[src/rtl/alu_input_ctrl_if.sv]
// Board-side bundle between switches/buttons/LEDs, the ALU and the input controller.
// The controller uses the slave modport; the board/top level drives through master.
interface alu_input_ctrl_if #(
    parameter int unsigned NB_DATA = 8,
    parameter int unsigned NB_OP   = 6
);
    logic [NB_DATA-1:0] i_sw;
    logic               i_btn_a;
    logic               i_btn_b;
    logic               i_btn_op;
    logic [NB_DATA-1:0] i_alu_result;
    logic [NB_DATA-1:0] o_data_a;
    logic [NB_DATA-1:0] o_data_b;
    logic [NB_OP-1:0]   o_op;
    logic [NB_DATA-1:0] o_result;
    logic               o_result_valid;
    logic               o_op_err;
    logic [2:0]         o_state;

    modport slave (
        input  i_sw, i_btn_a, i_btn_b, i_btn_op, i_alu_result,
        output o_data_a, o_data_b, o_op, o_result, o_result_valid, o_op_err, o_state
    );

    modport master (
        output i_sw, i_btn_a, i_btn_b, i_btn_op, i_alu_result,
        input  o_data_a, o_data_b, o_op, o_result, o_result_valid, o_op_err, o_state
    );
endinterface

[src/rtl/alu_input_ctrl.sv]
// Debounces the A/B/OP pushbuttons and sequences switch values into the ALU operand and
// opcode registers, then captures the ALU result and flags it valid.
module alu_input_ctrl #(
    parameter int unsigned NB_DATA         = 8,
    parameter int unsigned NB_OP           = 6,
    parameter int unsigned DEBOUNCE_CYCLES = 4
) (
    input  logic          i_clk,
    input  logic          i_reset,
    alu_input_ctrl_if.slave bus
);
    localparam int unsigned NB_CNT = (DEBOUNCE_CYCLES < 2) ? 1 : $clog2(DEBOUNCE_CYCLES + 1);

    typedef enum logic [2:0] {
        WAIT_A  = 3'd0,
        WAIT_B  = 3'd1,
        WAIT_OP = 3'd2,
        CAPTURE = 3'd3,
        DONE    = 3'd4
    } state_e;

    // Bit 0 = A, bit 1 = B, bit 2 = OP.
    logic [2:0]        btn_raw;
    logic [2:0]        sync1_q, sync2_q;
    logic [2:0]        stable_q, stable_d;
    logic [2:0]        press_q, press_d;
    logic [NB_CNT-1:0] cnt_q [3];
    logic [NB_CNT-1:0] cnt_d [3];

    assign btn_raw = {bus.i_btn_op, bus.i_btn_b, bus.i_btn_a};

    // The counter hitting the threshold flips the level; the press is the 0->1 flip only.
    always_comb begin
        stable_d = stable_q;
        press_d  = '0;
        for (int unsigned i = 0; i < 3; i++) begin
            cnt_d[i] = '0;
            if (sync2_q[i] != stable_q[i]) begin
                if (cnt_q[i] == NB_CNT'(DEBOUNCE_CYCLES - 1)) begin
                    stable_d[i] = sync2_q[i];
                end else begin
                    cnt_d[i] = cnt_q[i] + NB_CNT'(1);
                end
            end
            press_d[i] = stable_d[i] & ~stable_q[i];
        end
    end

    always_ff @(posedge i_clk or posedge i_reset) begin
        if (i_reset) begin
            sync1_q  <= '0;
            sync2_q  <= '0;
            stable_q <= '0;
            press_q  <= '0;
            for (int unsigned i = 0; i < 3; i++) begin
                cnt_q[i] <= '0;
            end
        end else begin
            sync1_q  <= btn_raw;
            sync2_q  <= sync1_q;
            stable_q <= stable_d;
            press_q  <= press_d;
            for (int unsigned i = 0; i < 3; i++) begin
                cnt_q[i] <= cnt_d[i];
            end
        end
    end

    function automatic logic valid_op(input logic [NB_OP-1:0] code);
        case (code)
            NB_OP'(6'b100000), NB_OP'(6'b100010), NB_OP'(6'b100100), NB_OP'(6'b100101),
            NB_OP'(6'b100110), NB_OP'(6'b100111), NB_OP'(6'b000011), NB_OP'(6'b000010):
                valid_op = 1'b1;
            default: valid_op = 1'b0;
        endcase
    endfunction

    state_e             state_q, state_d;
    logic               acc_a, acc_b, acc_op, op_ok;
    logic [NB_DATA-1:0] data_a_q, data_a_d, data_b_q, data_b_d, result_q, result_d;
    logic [NB_OP-1:0]   op_q, op_d;
    logic               valid_q, valid_d, err_q, err_d;

    // Simultaneous presses: A beats B beats OP, losers are simply dropped.
    assign acc_a  = press_q[0];
    assign acc_b  = press_q[1] & ~press_q[0];
    assign acc_op = press_q[2] & ~press_q[1] & ~press_q[0];
    assign op_ok  = valid_op(bus.i_sw[NB_OP-1:0]);

    always_ff @(posedge i_clk or posedge i_reset) begin
        if (i_reset) begin
            state_q  <= WAIT_A;
            data_a_q <= '0;
            data_b_q <= '0;
            op_q     <= '0;
            result_q <= '0;
            valid_q  <= 1'b0;
            err_q    <= 1'b0;
        end else begin
            state_q  <= state_d;
            data_a_q <= data_a_d;
            data_b_q <= data_b_d;
            op_q     <= op_d;
            result_q <= result_d;
            valid_q  <= valid_d;
            err_q    <= err_d;
        end
    end

    always_comb begin
        state_d = state_q;
        case (state_q)
            WAIT_A:  if (acc_a) state_d = WAIT_B;
            WAIT_B:  if (acc_b) state_d = WAIT_OP;
            WAIT_OP: begin
                if (acc_a)               state_d = WAIT_B;
                else if (acc_op && op_ok) state_d = CAPTURE;
            end
            CAPTURE: state_d = DONE;
            DONE: begin
                if (acc_a)                          state_d = WAIT_B;
                else if (acc_b || (acc_op && op_ok)) state_d = CAPTURE;
            end
            default: state_d = WAIT_A;
        endcase
    end

    always_comb begin
        data_a_d = data_a_q;
        data_b_d = data_b_q;
        op_d     = op_q;
        result_d = result_q;
        valid_d  = valid_q;
        err_d    = err_q;
        case (state_q)
            WAIT_A, WAIT_B, WAIT_OP, DONE: begin
                if (acc_a) begin
                    data_a_d = bus.i_sw;
                    valid_d  = 1'b0;
                    err_d    = 1'b0;
                end else if (acc_b && state_q != WAIT_A) begin
                    data_b_d = bus.i_sw;
                    valid_d  = 1'b0;
                    err_d    = 1'b0;
                end else if (acc_op && (state_q == WAIT_OP || state_q == DONE)) begin
                    if (op_ok) begin
                        op_d    = bus.i_sw[NB_OP-1:0];
                        valid_d = 1'b0;
                        err_d   = 1'b0;
                    end else begin
                        err_d = 1'b1;
                    end
                end
            end
            CAPTURE: begin
                result_d = bus.i_alu_result;
                valid_d  = 1'b1;
            end
            default: ;
        endcase
    end

    assign bus.o_data_a       = data_a_q;
    assign bus.o_data_b       = data_b_q;
    assign bus.o_op           = op_q;
    assign bus.o_result       = result_q;
    assign bus.o_result_valid = valid_q;
    assign bus.o_op_err       = err_q;
    assign bus.o_state        = state_q;
endmodule

[src/flat_wrapper.sv]
// flat-port wrapper written by rule: the top's interface ports become plain ports
module alu_input_ctrl_flat 
#(
    parameter int unsigned NB_DATA         = 8,
    parameter int unsigned NB_OP           = 6,
    parameter int unsigned DEBOUNCE_CYCLES = 4
)
  (i_clk, i_reset, bus_i_sw, bus_i_btn_a, bus_i_btn_b, bus_i_btn_op, bus_i_alu_result, bus_o_data_a, bus_o_data_b, bus_o_op, bus_o_result, bus_o_result_valid, bus_o_op_err, bus_o_state);
  alu_input_ctrl_if #(.NB_DATA(NB_DATA), .NB_OP(NB_OP)) bus_i ();
  input  logic i_clk;
  input  logic i_reset;
  input wire logic [$bits(bus_i.i_sw)-1:0] bus_i_sw;
  input wire logic [$bits(bus_i.i_btn_a)-1:0] bus_i_btn_a;
  input wire logic [$bits(bus_i.i_btn_b)-1:0] bus_i_btn_b;
  input wire logic [$bits(bus_i.i_btn_op)-1:0] bus_i_btn_op;
  input wire logic [$bits(bus_i.i_alu_result)-1:0] bus_i_alu_result;
  output wire logic [$bits(bus_i.o_data_a)-1:0] bus_o_data_a;
  output wire logic [$bits(bus_i.o_data_b)-1:0] bus_o_data_b;
  output wire logic [$bits(bus_i.o_op)-1:0] bus_o_op;
  output wire logic [$bits(bus_i.o_result)-1:0] bus_o_result;
  output wire logic [$bits(bus_i.o_result_valid)-1:0] bus_o_result_valid;
  output wire logic [$bits(bus_i.o_op_err)-1:0] bus_o_op_err;
  output wire logic [$bits(bus_i.o_state)-1:0] bus_o_state;
  assign bus_i.i_sw = bus_i_sw;
  assign bus_i.i_btn_a = bus_i_btn_a;
  assign bus_i.i_btn_b = bus_i_btn_b;
  assign bus_i.i_btn_op = bus_i_btn_op;
  assign bus_i.i_alu_result = bus_i_alu_result;
  assign bus_o_data_a = bus_i.o_data_a;
  assign bus_o_data_b = bus_i.o_data_b;
  assign bus_o_op = bus_i.o_op;
  assign bus_o_result = bus_i.o_result;
  assign bus_o_result_valid = bus_i.o_result_valid;
  assign bus_o_op_err = bus_i.o_op_err;
  assign bus_o_state = bus_i.o_state;
  alu_input_ctrl #(.NB_DATA(NB_DATA), .NB_OP(NB_OP), .DEBOUNCE_CYCLES(DEBOUNCE_CYCLES)) u_core (.i_clk(i_clk), .i_reset(i_reset), .bus(bus_i));
endmodule
[config.mk]
export PLATFORM = sky130hd
export DESIGN_NAME = alu_input_ctrl_flat
export DESIGN_NICKNAME = d
export VERILOG_FILES = /design/src/rtl/alu_input_ctrl_if.sv /design/src/rtl/alu_input_ctrl.sv /design/src/flat_wrapper.sv
export SDC_FILE = /design/constraint.sdc
export NUM_CORES = 1
export LEC_CHECK = 0
export BUFFER_PORTS_ARGS = -buffer_cell sky130_fd_sc_hd__buf_2
export CAP_MARGIN = 15
export CORE_ASPECT_RATIO = 0.9
export CORE_MARGIN = 2
export CORE_UTILIZATION = 52
export DETAILED_ROUTE_END_ITERATION = 6
export PLACE_DENSITY = 0.78
export SLEW_MARGIN = 10
export SYNTH_ARGS = -nofsm -noshare
export SYNTH_HDL_FRONTEND = slang
export SYNTH_SLANG_ARGS = --single-unit
[constraint.sdc]
create_clock -name i_clk -period 1.9 [get_ports i_clk]
set_input_delay 0.095 -clock i_clk [delete_from_list [all_inputs] [get_ports i_clk]]
set_output_delay 0.095 -clock i_clk [all_outputs]
set_load 0.1 [all_outputs]
==> results of run 1 <==
## cell usage in the layout (no fill, tap or decap), types with 4 or more instances in the layout
cell type / Yosys / final
nor3b_1: 6 / 6
nor3_1: 4 / 4
clkbuf_8: 0 / 6
nor2_1: 5 / 5
xnor2_1: 4 / 4
buf_2: 2 / 55
dfrtp_1: 56 / 53
mux2_2: 32 / 32
dlygate4sd3_1: 0 / 6
## state kept, by name, summed over array words and instances, names as in the netlist
register,flops
u_core.bus.o_state,3
u_core.bus.o_op_err,1
u_core.sync2_q,3
u_core.sync1_q,3
u_core.bus.o_op,6
u_core.bus.o_data_a,8
u_core.bus.o_result_valid,1
u_core.bus.o_data_b,8
u_core.stable_q,3
u_core.cnt_q,9
u_core.bus.o_result,8
u_core.press_q,3
## routing by layer
metal / global-route usage / part of all wire
met1: 0.211 / 0.41
met2: 0.327 / 0.53
met5: 0 / 0
met3: 0.0575 / 0.037
met4: 0.0727 / 0.023
## worst max-delay path, delay by kind of cell (launching register included)
| family | cells | cell delay, ns |
|---|---|---|
| DFF | 1 | 0.52 |
| and+or+nand+nor | 2 | 0.50 |
| muxes | 1 | 0.32 |
| xor gates and xnor gates | 1 | 0.23 |
## cell usage after synthesis (3+ instances only)
cell      number  share of area
and3b_1        3          0.012
inv_1          3         0.0049
nor3b_1        6          0.020
nor2_1         5         0.0082
xnor2_1        4          0.015
a21oi_1        3         0.0066
mux2_2        32           0.16
nand2b_1       3         0.0082
ha_1           3          0.016
nor2b_1        3         0.0082
nand2_1        3         0.0049
nor3_1         4         0.0088
dfrtp_1       56           0.61
## metrics by stage
stage,hold slack [ns],worst slack [ns],utilization,instances
finish,0.0135,0.212,0.665,284
global route,0.00460,0.133,0.665,284
floorplan,0.126,0.0622,-,159
global placement,0.0410,0.346,0.628,270
CTS,0.00328,0.222,0.660,282
detailed placement,0.0586,0.250,0.628,270
## final timing paths
check,endpoint,slack [ns]
worst max-delay path,u_core.bus.o_op[2]$_DFFE_PP0P_,0.21
worst min-delay path,u_core.bus.o_result[2]$_DFFE_PP0P_,0.01
worst max register to register,u_core.bus.o_op[2]$_DFFE_PP0P_,0.21
worst min register to register,u_core.sync2_q[2]$_DFF_PP0_,0.37
max in group asynchronous,u_core.cnt_q[4]$_DFF_PP0_,1.04
min in group asynchronous,u_core.cnt_q[8]$_DFF_PP0_,0.27
## area by class of cell
| class | instances | area [um2] |
|---|---|---|
| Inverter | 3 | 11.3 |
| Multi-Input combinational cell | 94 | 830 |
| Fill cell | 311 | 1390 |
| Clock buffer | 6 | 82.6 |
| Tap cell | 60 | 75.1 |
| Timing Repair Buffer | 63 | 350 |
| Clock inverter | 2 | 10.0 |
| Sequential cell | 56 | 1410 |
## logic make-up (layout without fill, tap and decap cells)
logic type / count (synthesis) / count (layout) / synth area share
AND/OR/NAND/NOR: 39 / 39 / 0.113
adder cells (fa/ha/maj): 3 / 3 / 0.0164
multiplexers: 32 / 32 / 0.158
flip-flops: 56 / 56 / 0.614
AO/OA/AOI/OAI: 15 / 15 / 0.0570
buffers and inverters: 9 / 74 / 0.0225
XOR/XNOR: 5 / 5 / 0.0192
## timing repair
item | 4_1_cts | 5_1_grt
hold endpoints to repair | 15 | 2
hold buffers | 4 | 2
buffers inserted | 0 | 0
==> results_dict.tcl, run 1 <==
set metrics [dict create \
    status "finished, final reports clean" \
    hold_path_depth 2 \
    diodes 0 \
    postRouteAntennaNets 0 \
    overflow 0 \
    synth-main-ff-cell "dfrtp_1" \
    synth_cell_types 35 \
    cpPeakStageDelay_ns 0.52 \
    worstSetupStartpointType "flip-flop" \
    tightest_slew_ns 0.505 \
    numCtsBuffers 5 \
    finalSetupTns_ns 0 \
    rr_worst_depth 4 \
    syn_inst 159 \
    hpwl_um 3120 \
    die_h_um 66.9 \
    ys_ff_latch 56 \
    cts_tree "built" \
    die_area_mm2 0.00494 \
    holdCritPathClass "input port to flip-flop" \
    slew_viol_final 0 \
    nNetsFinal 247 \
    avgSynthCellArea_um2 14.4 \
    syn_nets 183 \
    period_minus_slack_ns 1.69 \
    ys.warnings.count 0 \
    drc 0 \
    io_buffers 55 \
    clock_path_buffers 2 \
    critPathMaxFanout 12 \
    dr.pass1.iters 4 \
    path_clk_slew_ns 0.09 \
    crit_type "flip-flop to flip-flop" \
    drive_gt1_frac 0.482 \
    gp_congestion 0.872 \
    synth_edf_count 0 \
    grt_max_degree 26 \
    die_w_um 73.8 \
    antenna_found_initial 0 \
    start_util 0.549 \
    r2r-start "u_core.bus.o_state[2]$_DFFE_PP0P_" \
    core_mm2 0.00416 \
    netlist_area_mm2 0.00228 \
    cts_root_buf "clkbuf_8" \
    required_ns 2.10 \
    end_kind "flip-flop" \
    grt_pass1_wl_um 6730 \
    hold_viol_final 0 \
    postLayoutCellArea_mm2 0.00276 \
    slew_headroom 0.665 \
    viasPerCell 5.19 \
    ctsResizeCount 0 \
    worstPathArrival_ns 1.88 \
    fin_crit_sh 0.888 \
    clock_latency_ns 0.30 \
    syn_to_final_growth_pct 21.1 \
    async_flop_share 1.00 \
    drt-total-wl_um 4190 \
    setup_viol 0 \
    fmax_mhz 593 \
    drtIter0Drc 104 \
    worstPathCellList "xnor2_1 > nor4_4 > nand3_2 > mux2_2" \
    grt_pass1_vias 1444 \
    vias 1473 \
    slowest_stage "dfrtp_2" \
    synth-seq-area-share 0.614 \
    htree_levels 2 \
    clock-sinks 56 \
    min_from "bus_i_alu_result[2]" \
    fin_skew_ns 0.00527 \
    io_pins 56 \
    wl_per_cell_um 14.8 \
    cp-startpoint "u_core.bus.o_state[2]$_DFFE_PP0P_" \
    rsz0062_at_grt "false" \
    dpl_cell_area_mm2 0.00261 \
    grt_use_total 0.186 \
    num_rows 22 \
    maxCapViolCount 0 \
]
Power of run 1 is left out: the tool's default activity adds up to more than one toggle a clock period on the data nets, which glitch-free logic cannot reach.
==> inputs of run 2 (changes only) <==
- BUFFER_PORTS_ARGS: -buffer_cell sky130_fd_sc_hd__buf_2 -> unset
- CORE_MARGIN: 2 -> unset
- CORE_UTILIZATION: 52 -> 45
- DONT_BUFFER_PORTS: unset -> 1
- PLACE_DENSITY: 0.78 -> unset
==> results_dict.tcl, run 2 (synthesis results as in run 1) <==
set metrics [dict create \
    setup_viol 0 \
    nNetsFinal 242 \
    overflow 0 \
    drtIter0Drc 112 \
    path_clk_slew_ns 0.09 \
    diodes 0 \
    worstPathArrival_ns 1.80 \
    core_mm2 0.00486 \
    cts_root_buf "clkbuf_8" \
    grt_max_degree 27 \
    setup_slack_ns 0.293 \
    layout_commonest_cell "dfrtp_1" \
    grt_pass1_vias 1516 \
    finalSetupTns_ns 0 \
    postRouteAntennaNets 0 \
    dr.pass1.iters 4 \
    die_area_mm2 0.00536 \
    hpwl_um 3080 \
    cpPeakStageDelay_ns 0.51 \
    fin_skew_ns 0.00649 \
    io_buffers 0 \
    postCtsSetupRepairBufs 0 \
    num_rows 24 \
    io_pins 56 \
    rsz0062_at_grt "false" \
    die_w_um 77.1 \
    grt_use_total 0.175 \
    maxCapViolCount 0 \
    grt_pass1_wl_um 7210 \
    start_util 0.469 \
    period_minus_slack_ns 1.61 \
    stdcell_count 284 \
    required_ns 2.09 \
    fmax_mhz 622 \
    drt-total-wl_um 4280 \
    clock_latency_ns 0.31 \
    ctsResizeCount 0 \
    largest_register "u_core.cnt_q" \
    layout_common_cells "dfrtp_1 (53), buf_4 (38), mux2_2 (32)" \
    vias 1440 \
    critPathMaxFanout 12 \
    syn_to_final_growth_pct 27.3 \
    gp_congestion 0.868 \
    cts_tree "built" \
    hold_viol_final 0 \
    wl_per_cell_um 15.1 \
    fin_crit_sh 0.846 \
    path_delay_family "flip-flops" \
    htree_levels 2 \
    holdCritPathClass "input port to flip-flop" \
    crit_type "flip-flop to flip-flop" \
    slew_headroom 0.653 \
    path_buf_inv 0 \
    tightest_slew_ns 0.519 \
    slowest_stage "dfrtp_2" \
    largest_reg_flops 9 \
    hold_slack_ns 0.0662 \
    fillers 401 \
    worstSetupStartpointType "flip-flop" \
    drive_gt1_frac 0.406 \
    numCtsBuffers 5 \
    placed_cells 256 \
    status "finished, final reports clean" \
    clock-sinks 56 \
    end_kind "flip-flop" \
    drc 0 \
    die_h_um 69.6 \
    pre_cts_ws_ns 0.289 \
    worstPathCellList "xnor2_1 > nor4_4 > nand3_2 > mux2_2" \
    slew_viol_final 0 \
    viasPerCell 5.07 \
    clock_path_buffers 2 \
    antenna_found_initial 0 \
]
run 2: stage by stage:
step	utilization	instance area, um2
after floorplan	-	2290
after global placement	0.537	2610
after detailed placement	0.537	2610
after CTS	0.597	2910
after global routing	0.597	2910
final	0.597	2910
run 2: cell type report:
class / instances / area (um2) / area share
Multi-Input combinational cell: 94 / 830 / 0.286
Timing Repair Buffer: 58 / 485 / 0.167
Clock inverter: 2 / 10.0 / 0.00345
Tap cell: 65 / 81.3 / 0.0280
Sequential cell: 56 / 1410 / 0.484
Clock buffer: 6 / 82.6 / 0.0284
Inverter: 3 / 11.3 / 0.00388
run 2: timing repair:
action                                  in CTS  in global routing
hold buffers                                20                  0
endpoints found under the setup margin       0                  0
hold endpoints to repair                    55                  0
run 2: worst paths after layout:
kind                                                 endpoint  depth (start not counted)  slack (ns)                         startpoint
max in group asynchronous  u_core.bus.o_data_b[3]$_DFFE_PP0P_                          3        0.99                            i_reset
max                            u_core.bus.o_op[0]$_DFFE_PP0P_                          4        0.29  u_core.bus.o_state[1]$_DFFE_PP0P_
min in group asynchronous         u_core.sync2_q[1]$_DFF_PP0_                          2        0.28                            i_reset
min reg2reg                       u_core.sync2_q[2]$_DFF_PP0_                          0        0.36        u_core.sync1_q[2]$_DFF_PP0_
min                         u_core.bus.o_state[1]$_DFFE_PP0P_                          3        0.07                        bus_i_sw[4]
max reg2reg                    u_core.bus.o_op[0]$_DFFE_PP0P_                          4        0.29  u_core.bus.o_state[1]$_DFFE_PP0P_
run 2: worst min-delay path: stages:
cell and delay, ns:
nor2_1 0.07, nand3_1 0.10, a21oi_1 0.07
run 2: layer usage:
metal  up-vias  routed length (um)  track usage
li1        690                   -            -
met1       711                1910        0.220
met2        32                2180        0.308
met3         7                 137       0.0329
met4         0                  55       0.0503
met5         -                   0            0
Power of run 2 is left out for the same reason.
==> inputs of run 3 (changes only) <==
- clock period: 1.9 -> 1.4 ns (I/O delays scaled with it)
==> results_dict.tcl, run 3 (synthesis results as in run 1) <==
set metrics [dict create \
    status "finished, violations left" \
    violations "setup timing" \
    diodes 0 \
    drt-total-wl_um 4910 \
    largest_register "u_core.cnt_q" \
    hold_slack_ns 0.0899 \
    hpwl_um 3400 \
    end_kind "flip-flop" \
    vias 1544 \
    start_util 0.469 \
    syn_to_final_growth_pct 39.0 \
    drive_gt1_frac 0.477 \
    r2r-start "u_core.bus.o_state[1]$_DFFE_PP0P_" \
    viasPerCell 5.11 \
    clock-sinks 56 \
    htree_levels 2 \
    fin_skew_ns 0.00835 \
    die_area_mm2 0.00536 \
    clock_path_buffers 2 \
    rsz0062_at_grt "true" \
    r2r_end "u_core.bus.o_data_b[0]$_DFFE_PP0P_" \
    cts_root_buf "clkbuf_8" \
    grt_pass1_vias 1714 \
    required_ns 1.60 \
    rr_worst_depth 3 \
    io_pins 56 \
    largest_reg_flops 9 \
    r2r_setup_slack_ns -0.14 \
    setup_viol 32 \
    nNetsFinal 260 \
    io_buffers 0 \
    postRouteAntennaNets 0 \
    worstPathArrival_ns 1.74 \
    num_rows 24 \
    stdcell_count 302 \
    finalSetupTns_ns -2.86 \
    holdCritPathClass "input port to flip-flop" \
    die_w_um 77.1 \
    path_clk_slew_ns 0.09 \
    crit_type "flip-flop to flip-flop" \
    min_from "bus_i_sw[4]" \
    slew_viol_final 0 \
    clock_latency_ns 0.31 \
    gp_congestion 0.877 \
    core_mm2 0.00486 \
    dpl_cell_area_mm2 0.00275 \
    grt_use_total 0.195 \
    drtIter0Drc 69 \
    layout_commonest_cell "dfrtp_1" \
    grt_pass1_wl_um 8030 \
    hold_path_depth 3 \
    worstSetupStartpointType "flip-flop" \
    setup_slack_ns -0.141 \
    critPathMaxFanout 8 \
    numCtsBuffers 5 \
    slew_headroom 0.629 \
    hold_viol_final 0 \
    placed_cells 269 \
    antenna_found_initial 0 \
    hold_end "u_core.bus.o_state[1]$_DFFE_PP0P_" \
    postLayoutCellArea_mm2 0.00317 \
    grt_max_degree 26 \
    fin_crit_sh 1.10 \
    layout_common_cells "dfrtp_1 (53), buf_4 (50), mux2_2 (27)" \
    maxCapViolCount 0 \
    drc 0 \
    tightest_slew_ns 0.555 \
    die_h_um 69.6 \
    wl_per_cell_um 16.2 \
    period_minus_slack_ns 1.54 \
    cts_tree "built" \
    overflow 0 \
    dr.pass1.iters 4 \
    fmax_mhz 649 \
]
## run 3: cell types whose count changed in the layout (fill, tap and decap cells not counted), moves of 4 or more
cell | before | now
mux2_4 | 0 | 5
buf_6 | 0 | 4
mux2_2 | 32 | 27
buf_4 | 38 | 50
## run 3: worst max-delay path by stage
stage                     cells past startpoint  slack [ns]                                 end                         startpoint
after floorplan                               4       -0.41  u_core.bus.o_data_b[0]$_DFFE_PP0P_  u_core.bus.o_state[1]$_DFFE_PP0P_
after global placement                        4       -0.10  u_core.bus.o_data_b[3]$_DFFE_PP0P_  u_core.bus.o_state[1]$_DFFE_PP0P_
after detailed placement                      4       -0.18  u_core.bus.o_data_b[2]$_DFFE_PP0P_  u_core.bus.o_state[1]$_DFFE_PP0P_
after CTS                                     3       -0.09  u_core.bus.o_data_b[6]$_DFFE_PP0P_  u_core.bus.o_state[1]$_DFFE_PP0P_
after global routing                          3       -0.20  u_core.bus.o_data_b[0]$_DFFE_PP0P_  u_core.bus.o_state[1]$_DFFE_PP0P_
final                                         3       -0.14  u_core.bus.o_data_b[0]$_DFFE_PP0P_  u_core.bus.o_state[1]$_DFFE_PP0P_
## run 3: metrics by stage
| stage | setup WS [ns] | utilization |
|---|---|---|
| finish | -0.141 | 0.652 |
| global route | -0.197 | 0.652 |
| CTS | -0.0931 | 0.642 |
| detailed placement | -0.182 | 0.565 |
| global placement | -0.102 | 0.565 |
| floorplan | -0.408 | - |
## run 3: critical path, stage by stage (launching register included)
cell and delay (ns):
dfrtp_2 0.48, xor2_1 0.21, o2111ai_4 0.36, mux2_2 0.39
## run 3: timing repair
item / CTS / global route
buffers inserted: 6 / 1
endpoints found under the setup margin: 33 / 34
hold endpoints to repair: 54 / 0
pin swaps: 9 / 3
resized for setup: 10 / 11
hold buffers: 20 / 0
## run 3: final cells by class
type / count / area, um2
Timing Repair Buffer: 76 / 661
Sequential cell: 56 / 1410
Clock buffer: 8 / 90.1
Fill cell: 369 / 1690
Inverter: 3 / 15.0
Tap cell: 65 / 81.3
Multi-Input combinational cell: 94 / 921
## run 3: layer usage
| layer | track usage | up-vias | wire [um] |
|---|---|---|---|
| li1 | - | 712 | - |
| met3 | 0.0553 | 6 | 244 |
| met2 | 0.341 | 43 | 2610 |
| met1 | 0.230 | 783 | 2000 |
| met4 | 0.0650 | 0 | 46 |
| met5 | 0 | - | 0 |
Power of run 3 is left out for the same reason.
